==> src/rtl/vend_change.sv <==
// Coin-operated vending controller: accumulates 5/10/25-cent credit, vends one item
// at PRICE, then pays back the remainder one coin per cycle.
module vend_change #(
   parameter int unsigned PRICE      = 25,
   parameter int unsigned MAX_CREDIT = 45,
   parameter int unsigned W          = 7
) (
   input  logic         clk,
   input  logic         reset,
   input  logic         i_5c,
   input  logic         i_10c,
   input  logic         i_25c,
   input  logic         i_cancel,
   output logic         o_soda,
   output logic         o_10c,
   output logic         o_5c,
   output logic         o_reject,
   output logic         o_busy,
   output logic [W-1:0] o_credit
);

   localparam logic [W-1:0] PRICE_W = W'(PRICE);
   localparam logic [W-1:0] MAX_W   = W'(MAX_CREDIT);
   localparam logic [W-1:0] C0      = W'(0);
   localparam logic [W-1:0] C5      = W'(5);
   localparam logic [W-1:0] C10     = W'(10);
   localparam logic [W-1:0] C25     = W'(25);

   typedef enum logic [1:0] {
      COLLECT = 2'd0,
      VEND    = 2'd1,
      CHANGE  = 2'd2
   } state_t;

   state_t         state, state_next;
   logic [W-1:0]   credit, credit_next;
   logic [W-1:0]   coin, sum;
   logic           any_coin;
   logic           reject_next, soda_next, c10_next, c5_next, busy_next;

   assign any_coin = i_5c | i_10c | i_25c;
   assign o_credit = credit;

   // State, credit and all strobes are flops; strobes are preloaded from the next state.
   always_ff @(posedge clk or negedge reset) begin
      if (!reset) begin
         state    <= COLLECT;
         credit   <= C0;
         o_soda   <= 1'b0;
         o_10c    <= 1'b0;
         o_5c     <= 1'b0;
         o_reject <= 1'b0;
         o_busy   <= 1'b0;
      end else begin
         state    <= state_next;
         credit   <= credit_next;
         o_soda   <= soda_next;
         o_10c    <= c10_next;
         o_5c     <= c5_next;
         o_reject <= reject_next;
         o_busy   <= busy_next;
      end
   end

   // Next-state and credit update.
   always_comb begin
      state_next  = state;
      credit_next = credit;
      reject_next = 1'b0;
      coin        = C0;
      sum         = C0;
      unique case (state)
         COLLECT: begin
            if (i_cancel) begin
               reject_next = any_coin;
               if (credit != C0) state_next = CHANGE;
            end else if (any_coin) begin
               // Only the highest-priority coin counts; the others drop silently.
               coin = i_5c ? C5 : (i_10c ? C10 : C25);
               sum  = credit + coin;
               if (sum <= MAX_W) begin
                  credit_next = sum;
                  if (sum >= PRICE_W) state_next = VEND;
               end else begin
                  reject_next = 1'b1;
               end
            end
         end
         VEND: begin
            reject_next = any_coin;
            credit_next = credit - PRICE_W;
            state_next  = (credit_next != C0) ? CHANGE : COLLECT;
         end
         CHANGE: begin
            reject_next = any_coin;
            if (credit >= C10)     credit_next = credit - C10;
            else if (credit >= C5) credit_next = credit - C5;
            else                   credit_next = C0;
            state_next = (credit_next == C0) ? COLLECT : CHANGE;
         end
         default: begin
            state_next  = COLLECT;
            credit_next = C0;
         end
      endcase
   end

   // Moore strobes as seen in the cycle following this edge.
   always_comb begin
      soda_next = (state_next == VEND);
      busy_next = (state_next != COLLECT);
      c10_next  = (state_next == CHANGE) && (credit_next >= C10);
      c5_next   = (state_next == CHANGE) && (credit_next <  C10);
   end

endmodule

==> config.mk <==
export PLATFORM = sky130hd
export DESIGN_NAME = vend_change
export DESIGN_NICKNAME = d
export VERILOG_FILES = /design/src/rtl/vend_change.sv
export SDC_FILE = /design/constraint.sdc
export NUM_CORES = 1
export LEC_CHECK = 0
export CAP_MARGIN = 40
export CORE_MARGIN = 3
export CORE_UTILIZATION = 25
export DETAILED_ROUTE_END_ITERATION = 12
export GPL_TIMING_DRIVEN = 0
export RECOVER_POWER = 100
export SLEW_MARGIN = 30
export SYNTH_ARGS = -nofsm -noshare
export SYNTH_HDL_FRONTEND = slang
export SYNTH_SLANG_ARGS = --single-unit
==> constraint.sdc <==
create_clock -name clk -period 2.9 [get_ports clk]
set_clock_uncertainty 0.05 [all_clocks]
set_input_delay 0.58 -clock clk [delete_from_list [all_inputs] [get_ports clk]]
set_output_delay 0.58 -clock clk [all_outputs]
set_load 0.02 [all_outputs]
After elaboration in Yosys (flattened, before gate mapping)

Index checks and enable logic that the tools add are counted.

Register bits after elaboration: 14
Input bits: 6

$add $sub $neg: 4
Order comparisons: 6
Reduce and logical (&&, ||, !) cells: 8
Equality and inequality tests: 4
Mux-type cells: 21
Bitwise gates (word level): 2

Operators by type and width:

| operator              | count |
|---|---|
| $mux W7               | 6 |
| $pmux W7 S3           | 1 |
| $ge A7 B4 Y1 const B  | 2 |
| $mux W2               | 7 |
| $reduce_bool A7 Y1    | 2 |
| $mux W5               | 2 |
| $add A7 B5 Y7         | 1 |
| $ge A7 B3 Y1 const B  | 1 |
| $ge A7 B5 Y1 const B  | 1 |
| $le A7 B6 Y1 const B  | 1 |
| $logic_not A7 Y1      | 1 |
| $lt A7 B4 Y1 const B  | 1 |
| $sub A7 B3 Y7 const B | 1 |
| $sub A7 B4 Y7 const B | 1 |
| $sub A7 B5 Y7 const B | 1 |
| $pmux W2 S3           | 1 |
| $eq A2 B1 Y1 const B  | 2 |
| $eq A2 B2 Y1 const B  | 2 |
| $mux W1               | 3 |
| $logic_and A1 B1 Y1   | 2 |
| $logic_not A2 Y1      | 1 |
| $or A1 B1 Y1          | 2 |
| $pmux W1 S2           | 1 |
| $reduce_bool A2 Y1    | 1 |
| $reduce_or A2 Y1      | 1 |

Longest topological paths before layout

Gate-level depths: netlist of the first run.

Word-level depth: 11
Mapped depth: 12
Depth with buffers taken out: 12

Least setup slack after synthesis of the first run

No wires, ideal clock.

Path kind: input-to-reg
From: input i_5c
To: register o_busy
Required time: 2726 ps
Slack: -300 ps
Stages on the path: 12
Arrival time: 3026 ps
Setup time: 124 ps
Path through: inv_1 -> nand2_1 -> ha_1 -> fa_1 -> nand3_1 -> a21oi_1 -> or2_2 -> or4_4 -> a21oi_2 -> o2111ai_2 -> and2_4 -> or2_1

Word-level cells in the longest chain between the ends: 9

RTL lines:

| item                    | RTL line | source |
|---|---|---|
| start: declaration      | 10       | `input logic i_5c,` |
| $mux W5                 | 79       | `coin = i_5c ? C5 : (i_10c ? C10 : C25);` |
| $add A7 B5 Y7           | 80       | `sum = credit + coin;` |
| $ge A7 B5 Y1            | 83       | `if (sum >= PRICE_W) state_next = VEND;` |
| $mux W2                 | 83       |  |
| $mux W2                 | 81       | `if (sum <= MAX_W) begin` |
| $mux W2 (*)             | 77       | `end else if (any_coin) begin` |
| $mux W2 (*)             | 74       | `if (i_cancel) begin` |
| $pmux W2 S3 (*)         | 72       | `unique case (state)` |
| named net state_next[1] | 35       | `state_t state, state_next;` |
| $reduce_bool A2 Y1 (*)  | 111      | `busy_next = (state_next != COLLECT);` |
| named net busy_next     | 39       | `logic reject_next, soda_next, c10_next, c5_next, busy_next;` |
| end signal: assignment  | 61       | `o_busy <= busy_next;` |
| end: declaration        | 18       | `output logic o_busy,` |

The timed path passes the listed nets; every way through them passes the cells marked *.

Worst setup path after layout of the first run

From: input i_5c
To: register o_5c

RTL lines:

| item                     | RTL line | source |
|---|---|---|
| $mux W5                  | 79       |  |
| $add A7 B5 Y7            | 80       |  |
| $le A7 B6 Y1             | 81       |  |
| $mux W7                  | 81       |  |
| $mux W7 (*)              | 77       |  |
| $mux W7 (*)              | 74       |  |
| $pmux W7 S3 (*)          | 72       |  |
| named net credit_next[3] | 36       | `logic [W-1:0] credit, credit_next;` |
| $lt A7 B4 Y1 (*)         | 113      | `c5_next = (state_next == CHANGE) && (credit_next < C10);` |
| $logic_and A1 B1 Y1 (*)  | 113      |  |
| named net c5_next        | 39       |  |
| end signal: assignment   | 59       | `o_5c <= c5_next;` |
| end: declaration         | 16       | `output logic o_5c,` |

Marked as above.

==> run summary, run 1 <==
The flow ran to the end, but the final reports show violations. The final reports fail on setup timing. For this design, the slowest cell found on the critical path is sky130_fd_sc_hd__fa_2.

For this design the ratio of total power to cell area is around 1300 nW/µm². Across all layers, the routed design uses approximately 1,800 vias. The critical-path maximum fanout is 5. TritonCTS created 3 clock buffers.

The post-detailed-route wirelength per cell is 15.47 µm. On the worst path, the slowest cell contributes a delay of ~0.40 ns. The clock transition at the registers of the reported paths is about 0.06 ns. The number of endpoints failing setup at the final stage came out at 2.

The number of slew-limit violations in the final report came out at 0. The routability-driven placement congestion ratio is 0.9244. The number of antenna-violating nets in the routed design came out at 0.

The area growth from synthesis to layout came out at 48.40%. The worst-case clock buffer depth is 2. The tree built by TritonCTS fans out to 14 sinks.

Synthesis produced a netlist whose cell count is 216. The number of vias per cell after detailed routing came out at 5.320. For this design, the CTS-stage hold fixing added 0 buffers. The die extent in y came out at ~90 µm. The I/O pin total is 18. Of the total power, the clock network draws 0.057.

The first-pass iteration count of the detailed router came out at 4. The global router's overall resource usage came out at 0.1310. After global routing the overflow that remains totals 0.

The worst vdd rail ir drop came out at between 0.5 and 0.6 mV. TritonCTS built the clock tree. The area share of the largest cell type after synthesis came out at 0.2041.

After the last flow step, the layout net total stands at between 200 and 300. The worst setup slack after placement is -0.8634 ns. The final hold violation count was 0.

The actual slew at the worst max-slew pin is 0.6154 ns. The worst setup path is of the primary input to register kind. The biggest area contributor in the post-synthesis netlist is sky130_fd_sc_hd__dfrtp_1.

The initial antenna violation count is 0. The number of different library cells used by synthesis comes to a little over 60. The data arrival at the endpoint of the critical path came out at between 3 and 4 ns. Setup repair after global routing could not meet its margin everywhere. The final critical path time including I/O delays and setup is between 2 and 3 ns. The die boundary width is 88.87 µm. The leakage power came out at about 0.0010 µW. Entering global routing, the biggest net connects 15 pins. For this run, the register share of the synthesized area comes to 0.2041.

The type of origin of the critical path is a primary input. The net load switching power is ~1600 µW. The worst max-slew margin expressed relative to the limit came out at 0.5884. The half-perimeter wire length after detailed placement came out at 3.663 mm.

The summed area of non-filler cells in the final layout came out at between 2000 and 3000 µm². In this run, synthesis inferred 0 flip-flops with an integrated enable. Yosys instantiated no cell more often than sky130_fd_sc_hd__nand2_1. The number of warnings reported in the yosys synthesis log came out at 0. By count the netlist is led by sky130_fd_sc_hd__nand2_1, sky130_fd_sc_hd__ha_1, sky130_fd_sc_hd__inv_1. The floorplan has 29 rows. The combinational fraction of design power came out at 0.833. On the final layout, the worst hold slack is roughly 0.69 ns. The number of placed cells counting well taps is 310.

The repair_antennas step left the layout with diodes totalling 0. After the flow finishes, the layout carries non-filler instances totaling roughly 340. The fraction of synthesis flops using an asynchronous set or reset pin came out at 1.000. The initial DRC count is 136. Port buffering added 17 buffers.

The share of total power consumed by net switching is 0.4925. The mean instance size in the synthesized netlist is between 7 and 8 µm². The placement-stage cell area is between 2000 and 2500 µm². The ratio of cells with drive above 1 in the final layout came out at 0.3462.

Sorting the synthesized cells by area gives the leading types as sky130_fd_sc_hd__dfrtp_1, sky130_fd_sc_hd__ha_1, sky130_fd_sc_hd__a21oi_1. STA classifies the critical path endpoint as a register. Walking the worst path, the cells encountered are buf_12, clkinv_8, nand2_4, ha_4, fa_2, a21oi_2, o22a_1, mux2i_4, or2b_1, o221ai_2, a31oi_2, a21bo_2, and3b_1.

The total wire length is between 5 and 6 mm. The count of state elements after synthesis came out at 14. The number of remaining DRC errors is 0. The clock root buffer is sky130_fd_sc_hd__clkbuf_8. The insertion delay to the later sink of the worst-skew pair is 0.24 ns. In the finished design, the share of the clock period the worst path needs comes to 1.017. The total area inside the core boundary comes to between 6000 and 7000 µm². The wire length of the first global-routing pass is ~8 mm.

The number of max-capacitance violations reported is 0. The required time of the critical path is approximately 3.0 ns. In this run the worst hold path is classified as primary input to register.

The full die area came out at a little under 8000 µm². The via count of the first global-routing pass is between 1,500 and 2,000. The synthesized cell area is ~1700 µm². The initial utilization of the core area, before any placement, comes to 0.2643. The internal power of the cells came out at between 1500 and 2000 µW. The power consumption came out at about 3300 µW. The worst-case setup margin in the final layout came out at -0.04914 ns. Based on the critical path, the design can be clocked at up to around 340 MHz. The post-synth net total came out at 240.

The sequential fraction of design power came out at 0.110. The number of levels in the clock H-tree came out at 1. The commonest register cell after synthesis is sky130_fd_sc_hd__dfrtp_1.
## worst max-delay path: cells and delay by family
family / cells / cell delay (ns)
AOI/OAI and AO/OA: 5 / 1.00
muxes: 1 / 0.35
adders and majority gates: 2 / 0.56
buffers and inverters: 2 / 0.16
and+or+nand+nor: 3 / 0.38
## power groups by stage
stage               Sequential [µW]  Combinational, µW  Clock (µW)
detailed placement              387               2060           0
global route                    370               2990         200
floorplan                       420               1490           0
finish                          365               2750         187
global placement                389               2060           0
CTS                             389               2270         191
## final timing paths
path | start | to | slack, ns | cells after the start
min in group asynchronous | reset | o_reject | 0.74 | 1
worst max-delay path | i_5c | o_5c | -0.05 | 13
worst max register to register | o_credit[0] | o_5c | -0.04 | 10
max in group asynchronous | reset | o_credit[1] | 1.63 | 1
worst min-delay path | i_5c | o_reject | 0.69 | 3
worst min register to register | state[0] | state[0] | 0.72 | 3
## metrics by stage
step / utilization / setup TNS (ns)
after floorplan: - / 0
after global placement: 0.3207 / -7.545
after detailed placement: 0.3207 / -7.565
after CTS: 0.3489 / -0.08992
after global routing: 0.3922 / -0.3327
final: 0.3922 / -0.05517
## final cells by class
| type | instances | area (µm²) |
|---|---|---|
| timing repair buffer | 40 | 387.9 |
| clock buffer | 4 | 55.05 |
| multi-input combinational | 174 | 1508 |
| buffer | 10 | 66.31 |
| sequential | 14 | 354.1 |
| fill | 630 | 3948 |
| inverter | 18 | 80.08 |
| tap | 77 | 96.34 |
## routing by layer
layer / global-route usage / up-vias / routed length [µm]
li1: - / 877 / -
met1: 0.1805 / 848 / 2437
met3: 0.02235 / 6 / 223
met4: 0.03434 / 0 / 40
met2: 0.2112 / 62 / 2515
met5: 0 / - / 0
## state kept, by name, summed over array words and instances (netlist names)
signal	cells
o_10c	1
o_5c	1
o_busy	1
o_credit	7
o_reject	1
o_soda	1
state	2
## placed cells by master, fill, tap and decap left out, types with 3 or more instances in the layout
master,instances
sky130_fd_sc_hd__inv_1,15
sky130_fd_sc_hd__buf_12,4
sky130_fd_sc_hd__nor3b_1,3
sky130_fd_sc_hd__dfrtp_1,11
sky130_fd_sc_hd__ha_4,4
sky130_fd_sc_hd__clkdlybuf4s50_1,3
sky130_fd_sc_hd__a21oi_1,10
sky130_fd_sc_hd__a21oi_2,3
sky130_fd_sc_hd__a2bb2oi_1,3
sky130_fd_sc_hd__dfrtp_2,3
sky130_fd_sc_hd__clkbuf_8,4
sky130_fd_sc_hd__a31oi_1,3
sky130_fd_sc_hd__o31ai_1,3
sky130_fd_sc_hd__o21ai_2,4
sky130_fd_sc_hd__nor3_1,8
sky130_fd_sc_hd__buf_4,24
sky130_fd_sc_hd__xnor2_1,4
sky130_fd_sc_hd__nand2_1,16
sky130_fd_sc_hd__ha_1,13
sky130_fd_sc_hd__dlygate4sd3_1,12
sky130_fd_sc_hd__o21a_1,3
sky130_fd_sc_hd__o21ai_0,10
sky130_fd_sc_hd__nor2_1,10
sky130_fd_sc_hd__a21oi_4,3
sky130_fd_sc_hd__mux2i_1,3
sky130_fd_sc_hd__clkbuf_1,3
sky130_fd_sc_hd__nand3_1,7
## kinds of logic after synthesis
logic type	after synthesis	synth area share
xor+xnor	7	0.03571
mux	6	0.03644
buf+inv	28	0.07506
fa+ha+maj	18	0.1356
simple gates	74	0.2318
flops	14	0.2041
compound gates	69	0.2813
## timing repair
item | CTS | global route
buffers inserted | 7 | 16
pin swaps | 10 | 17
endpoints found under the setup margin | 14 | 4
resized for setup | 30 | 27
No activity file was read; power rests on OpenSTA's default activity.
==> run 2: changes to the inputs <==
--- a/config.mk
+++ b/config.mk
@@ -6,8 +6,9 @@
 export NUM_CORES = 1
 export LEC_CHECK = 0
 export CAP_MARGIN = 40
-export CORE_MARGIN = 3
+export CORE_MARGIN = 1
 export CORE_UTILIZATION = 25
+export CTS_CLUSTER_SIZE = 8
 export DETAILED_ROUTE_END_ITERATION = 12
 export GPL_TIMING_DRIVEN = 0
 export RECOVER_POWER = 100
==> run summary, run 2 (synthesis gave the netlist of run 1 again) <==
Outcome: finished with violations (unchanged). Violated checks: DRC, setup timing (was setup timing). The power density over cell area came out at 1301 nW/µm² (was 1297 nW/µm²). The internal power of the cells is 1569 µW (was 1677 µW). The portion of total power attributed to the clock network was 0.059 (was 0.057). The ratio of cells with drive above 1 in the final layout was 0.3203 (was 0.3462). The combinational fraction of design power is 0.821 (was 0.833). The number of placed cells counting well taps came to 310 (unchanged). The global router's overall resource usage is 0.1422 (was 0.1310). Setup repair after global routing missed its margin: yes (unchanged). The number of antenna-violating nets in the routed design came to 0 (unchanged).

The required time of the critical path was 2.98 ns (about the same). The number of max-capacitance violations reported came to 0 (unchanged). The critical path capture point type is a register (unchanged). The number of vias per cell after detailed routing is 5.357 (was 5.320). The share of total power consumed by net switching is 0.5023 (was 0.4925).

The clock root buffer is sky130_fd_sc_hd__clkbuf_8 (unchanged). The accumulated negative setup slack came to -0.06812 ns (was -0.05517 ns). The leakage power is 0.0009956 µW (was 0.001041 µW). The data arrival at the endpoint of the critical path came to 3.02 ns (was 3.03 ns). The final critical path time including I/O delays and setup is 2.936 ns (was 2.949 ns). The row count is 29 (unchanged).

The number of sinks driven by the clock tree came out at 14 (unchanged). The worst-case setup margin in the final layout came out at -0.03550 ns (was -0.04914 ns). The die extent in y was 84.87 µm (was 88.87 µm). The type of the worst setup path was primary input to register (unchanged). The final layout net count came out at 281 (was 285). Commonest cells after routing, fill and taps aside: sky130_fd_sc_hd__buf_4, sky130_fd_sc_hd__nand2_1, sky130_fd_sc_hd__inv_1 (unchanged).

The initial antenna violation count is 0 (unchanged). The path class of the lowest-slack min-delay path is primary input to register (unchanged). The upper clock frequency limit was 340.7 MHz (was 339.1 MHz). The number of remaining DRC errors came out at 3 (was 0). The number of endpoints failing setup at the final stage is 2 (unchanged). The initial DRC count is 276 (was 136). The area growth from synthesis to layout is 41.18% (was 48.40%). The half-perimeter wire length after detailed placement is 3.677 mm (was 3.663 mm). The insertion delay to the later sink of the worst-skew pair came to 0.24 ns (about the same).

The clock tree from TritonCTS is built (unchanged). The number of diodes added for antenna fixing was 0 (unchanged). The full die area came out at 7202 µm² (was 7897 µm²). The clock transition at the registers of the reported paths is 0.05 ns (was 0.06 ns). The first-pass iteration count of the detailed router came out at 9 (was 4). The critical-path maximum fanout is 6 (was 5). The post-detailed-route wirelength per cell is 15.39 µm (was 15.47 µm). The I/O pin total came out at 18 (unchanged). The total wire length was 5.126 mm (was 5.215 mm). The die boundary width came out at 84.87 µm (was 88.87 µm). The worst setup slack for register-to-register paths came out at 0 ns (was -0.04 ns). The number of port buffers is 17 (unchanged). The routability-driven placement congestion ratio came out at 0.8679 (was 0.9244). The wire length of the first global-routing pass came out at 8.376 mm (was 8.197 mm). The flip-flop count of the largest register after layout is 7 (unchanged). The via count of the first global-routing pass is 1,754 (was 1,700).

The largest net degree at the start of global routing came to 15 (unchanged). The starting density of the core is 0.2643 (unchanged). The utilization after layout came out at 0.3731 (was 0.3922). The number of levels in the clock H-tree is 1 (unchanged).

The power consumption is 3153 µW (was 3304 µW). The sequential fraction of design power was 0.120 (was 0.110). The number of slew-limit violations in the final report is 0 (unchanged). The worst max-slew margin expressed relative to the limit is 0.5771 (was 0.5884). The count of placed standard cells in the final layout, fillers left out came to 333 (was 337). The net load switching power is 1584 µW (was 1627 µW). The number of buffers added by the clock tree synthesis step came to 3 (unchanged). The overflow left after global routing came out at 0 (unchanged). The share of the cycle needed by the critical path after routing came out at 1.012 (was 1.017).

The worst-case clock buffer depth came out at 2 (unchanged). The total vias in the final route came out at 1,784 (was 1,793). The area of the core is 6495 µm² (unchanged). The worst vdd rail ir drop came to 0.4041 mV (was 0.5589 mV). The type of origin of the critical path is a primary input (unchanged). The most common cell after layout, fill and taps aside is sky130_fd_sc_hd__buf_4 (unchanged). The hold slack is 0.7135 ns (was 0.6924 ns). The actual slew at the worst max-slew pin was 0.6322 ns (was 0.6154 ns). The final hold violation count came to 0 (unchanged).
==> run 2: cell types whose count changed in the layout (fill, tap and decap cells not counted), moves of 2 or more <==
cell and delta:
sky130_fd_sc_hd__o21ai_1 +3, sky130_fd_sc_hd__buf_12 -4, sky130_fd_sc_hd__buf_4 -2, sky130_fd_sc_hd__o21ai_2 -3
==> run 2: worst max-delay path: stages <==
cell	delay, ns
sky130_fd_sc_hd__buf_8	0.11
sky130_fd_sc_hd__inv_4	0.05
sky130_fd_sc_hd__nand2_4	0.05
sky130_fd_sc_hd__ha_4	0.16
sky130_fd_sc_hd__fa_2	0.40
sky130_fd_sc_hd__a21oi_2	0.15
sky130_fd_sc_hd__o22a_1	0.22
sky130_fd_sc_hd__mux2i_4	0.34
sky130_fd_sc_hd__or2b_1	0.16
sky130_fd_sc_hd__o221ai_2	0.11
sky130_fd_sc_hd__a31oi_2	0.25
sky130_fd_sc_hd__a21bo_2	0.26
sky130_fd_sc_hd__and3b_1	0.16
==> run 2: layout make-up <==
| class | instances | area [µm²] |
|---|---|---|
| Timing Repair Buffer | 36 | 315.3 |
| Inverter | 18 | 70.07 |
| Sequential cell | 14 | 354.1 |
| Clock buffer | 4 | 55.05 |
| Fill cell | 666 | 4071 |
| Multi-Input combinational cell | 174 | 1469 |
| Tap cell | 77 | 96.34 |
| Buffer | 10 | 63.81 |
==> run 2: timing repair <==
| item | CTS | global route |
|---|---|---|
| gates resized for setup | 25 | 17 |
| setup endpoints to repair | 14 | 3 |
| hold buffers | 0 | 0 |
| buffers inserted | 11 | 8 |
| pin swaps | 12 | 16 |
==> run 2: stage by stage <==
stage | worst slack, ns | instance area (µm²)
2_1_floorplan | 0.002290 | 1817
3_3_place_gp | -0.8700 | 2083
3_5_place_dp | -0.8813 | 2083
4_1_cts | -0.06550 | 2282
5_1_grt | -0.1125 | 2424
6_report | -0.03550 | 2424
==> run 2: path summary, 6_finish.rpt <==
path	start	to	depth (start not counted)
setup / recovery	i_5c	o_5c	13
hold / removal	i_5c	o_reject	3
setup reg to reg	o_credit[0]	o_5c	10
hold reg to reg	state[0]	state[0]	3
max in group asynchronous	reset	o_credit[2]	1
min in group asynchronous	reset	o_busy	1
==> run 2: routing by layer <==
metal  vias to the layer above  track usage  routed length [µm]
met5                         -            0                   0
met4                         0      0.02619                  93
met3                        11      0.01459                 260
met2                        62       0.2395                2419
met1                       845       0.1994                2352
li1                        866            -                   -
==> run 2: power by group through the flow <==
stage | combinational, µW | clock [µW] | sequential (µW)
2_1_floorplan | 1490 | 0 | 420
3_3_place_gp | 2050 | 0 | 383
3_5_place_dp | 2060 | 0 | 382
4_1_cts | 2310 | 194 | 383
5_1_grt | 2810 | 205 | 388
6_report | 2590 | 185 | 379
==> run 3: changes to the inputs <==
--- a/config.mk
+++ b/config.mk
@@ -6,6 +6,7 @@
 export NUM_CORES = 1
 export LEC_CHECK = 0
 export CAP_MARGIN = 40
+export CORE_ASPECT_RATIO = 2
 export CORE_MARGIN = 1
 export CORE_UTILIZATION = 25
 export CTS_CLUSTER_SIZE = 8
==> run summary, run 3 (synthesis gave the netlist of run 1 again) <==
The final layout net count came out at 274 (was 281). The clock transition at the registers of the reported paths was 0.05 ns (about the same). The share of the cycle needed by the critical path after routing came to 1.034 (was 1.012). The starting density of the core is 0.2593 (was 0.2643). The clock tree from TritonCTS is built (unchanged). The via count of the first global-routing pass was 1,866 (was 1,754). The wire length of the first global-routing pass came out at 8.859 mm (was 8.376 mm). The utilization after layout is 0.3681 (was 0.3731). The area of the core came out at 6621 µm² (was 6495 µm²). The final hold violation count is 0 (unchanged).

The worst-case clock buffer depth came out at 2 (unchanged). The number of levels in the clock H-tree was 1 (unchanged). The total vias in the final route was 1,818 (was 1,784). Violated checks: setup timing (was DRC, setup timing). The count of placed standard cells in the final layout, fillers left out came out at 337 (was 333). The full die area came out at 7222 µm² (was 7202 µm²). The data arrival at the endpoint of the critical path was 3.08 ns (was 3.02 ns). The number of slew-limit violations in the final report is 0 (unchanged). The number of port buffers came out at 17 (unchanged).

The number of endpoints failing setup at the final stage came out at 3 (was 2). The number of remaining DRC errors is 0 (was 3). The half-perimeter wire length after detailed placement came out at 4.361 mm (was 3.677 mm). The row count came out at 42 (was 29). The global router's overall resource usage is 0.1622 (was 0.1422). The total wire length is 5.664 mm (was 5.126 mm). The die boundary width is 60.60 µm (was 84.87 µm). The number of diodes added for antenna fixing came to 0 (unchanged). The initial DRC count is 90 (was 276). The most common cell after layout, fill and taps aside is sky130_fd_sc_hd__nand2_1 (was sky130_fd_sc_hd__buf_4). The path class of the lowest-slack min-delay path was primary input to register (unchanged). The worst max-slew margin expressed relative to the limit came to 0.5733 (was 0.5771).

The insertion delay to the later sink of the worst-skew pair came out at 0.24 ns (about the same). The ratio of cells with drive above 1 in the final layout was 0.3052 (was 0.3203). The clock root buffer is sky130_fd_sc_hd__clkbuf_16 (was sky130_fd_sc_hd__clkbuf_8). The number of vias per cell after detailed routing is 5.395 (was 5.357). The accumulated negative setup slack is -0.1819 ns (was -0.06812 ns).

The number of max-capacitance violations reported is 0 (unchanged). The type of origin of the critical path is a primary input (unchanged). The worst setup slack after placement is -0.9391 ns (was -0.8813 ns). The largest net degree at the start of global routing came out at 15 (unchanged).

Setup repair after global routing missed its margin: yes (unchanged). The required time of the critical path is 2.98 ns (about the same). The routability-driven placement congestion ratio is 0.9677 (was 0.8679). Outcome: finished with violations (unchanged). The critical path capture point type is a register (unchanged). The overflow left after global routing came out at 0 (unchanged). The first-pass iteration count of the detailed router came out at 5 (was 9). The I/O pin total is 18 (unchanged). Commonest cells after routing, fill and taps aside: sky130_fd_sc_hd__nand2_1, sky130_fd_sc_hd__inv_1, sky130_fd_sc_hd__buf_4 (was sky130_fd_sc_hd__buf_4, sky130_fd_sc_hd__nand2_1, sky130_fd_sc_hd__inv_1). The number of placed cells counting well taps is 321 (was 310). The type of the worst setup path is primary input to register (unchanged). The actual slew at the worst max-slew pin is 0.6379 ns (was 0.6322 ns). The area growth from synthesis to layout came out at 41.98% (was 41.18%). The worst-case setup margin in the final layout is -0.09851 ns (was -0.03550 ns). The number of buffers added by the clock tree synthesis step is 3 (unchanged). The power density over cell area came to 1325 nW/µm² (was 1301 nW/µm²). The post-detailed-route wirelength per cell came out at 16.81 µm (was 15.39 µm). The number of sinks driven by the clock tree was 14 (unchanged). The die extent in y was 119.2 µm (was 84.87 µm). The worst vdd rail ir drop came to 0.3418 mV (was 0.4041 mV). The upper clock frequency limit is 333.5 MHz (was 340.7 MHz). The number of antenna-violating nets in the routed design came out at 0 (unchanged).

The final critical path time including I/O delays and setup came out at 2.999 ns (was 2.936 ns). The initial antenna violation count is 0 (unchanged). The leakage power came out at 0.0009745 µW (was 0.0009956 µW). The flip-flop count of the largest register after layout is 7 (unchanged). The critical-path maximum fanout came out at 5 (was 6).
[run 3: worst paths after layout]
path | startpoint | to | slack (ns) | depth (start not counted)
max | i_10c | o_5c | -0.1 | 12
max in group asynchronous | reset | o_credit[1] | 1.57 | 1
min in group asynchronous | reset | o_reject | 0.75 | 1
min reg2reg | state[1] | o_credit[1] | 0.73 | 3
max reg2reg | o_credit[0] | o_5c | -0.07 | 11
min | i_5c | o_reject | 0.68 | 3
[run 3: area by class of cell]
class	count	area (µm²)
clock buffers	4	88.84
fillers	720	4184
plain buffers	10	62.56
repair buffers	29	266.5
inverters	18	73.82
multi-input cells	174	1480
well taps	88	110.1
flip-flops and latches	14	355.3
[run 3: metal layers]
layer	wire (µm)	vias to the layer above	global-route usage
li1	-	857	-
met3	144	18	0.01520
met5	0	-	0
met1	1949	894	0.1608
met2	3354	49	0.3077
met4	216	0	0.08381
[run 3: metrics by stage]
stage / hold slack, ns / area, µm² / total power [µW]
after floorplan: 0.2344 / 1817 / 1911
after global placement: 0.7187 / 2097 / 2501
after detailed placement: 0.7230 / 2097 / 2512
after CTS: 0.7009 / 2317 / 3031
after global routing: 0.7143 / 2437 / 3469
final: 0.6849 / 2437 / 3230
[run 3: critical path, stage by stage]
cell and delay [ns]:
sky130_fd_sc_hd__buf_4 0.14, sky130_fd_sc_hd__nor2_4 0.12, sky130_fd_sc_hd__ha_4 0.22, sky130_fd_sc_hd__and2b_1 0.19
sky130_fd_sc_hd__a221oi_2 0.36, sky130_fd_sc_hd__nand3_2 0.13, sky130_fd_sc_hd__buf_4 0.17, sky130_fd_sc_hd__or3_2 0.48
sky130_fd_sc_hd__a31oi_2 0.22, sky130_fd_sc_hd__o21ai_1 0.10, sky130_fd_sc_hd__and3_1 0.18, sky130_fd_sc_hd__and3b_1 0.18
[run 3: what timing repair did]
action | CTS | global route
pin swaps | 13 | 10
endpoints found under the setup margin | 14 | 5
setup buffers | 9 | 3
hold buffers | 0 | 0
resized for setup | 25 | 20
[run 3: where the power goes]
| group | internal (µW) | total, µW | leakage, µW | switching, µW |
|---|---|---|---|---|
| Clock | 209 | 289 | 0.0000442 | 79.8 |
| Sequential | 277 | 388 | 0.000164 | 112 |
| Combinational | 1110 | 2550 | 0.000767 | 1450 |
| Total | 1590 | 3230 | 0.000975 | 1640 |
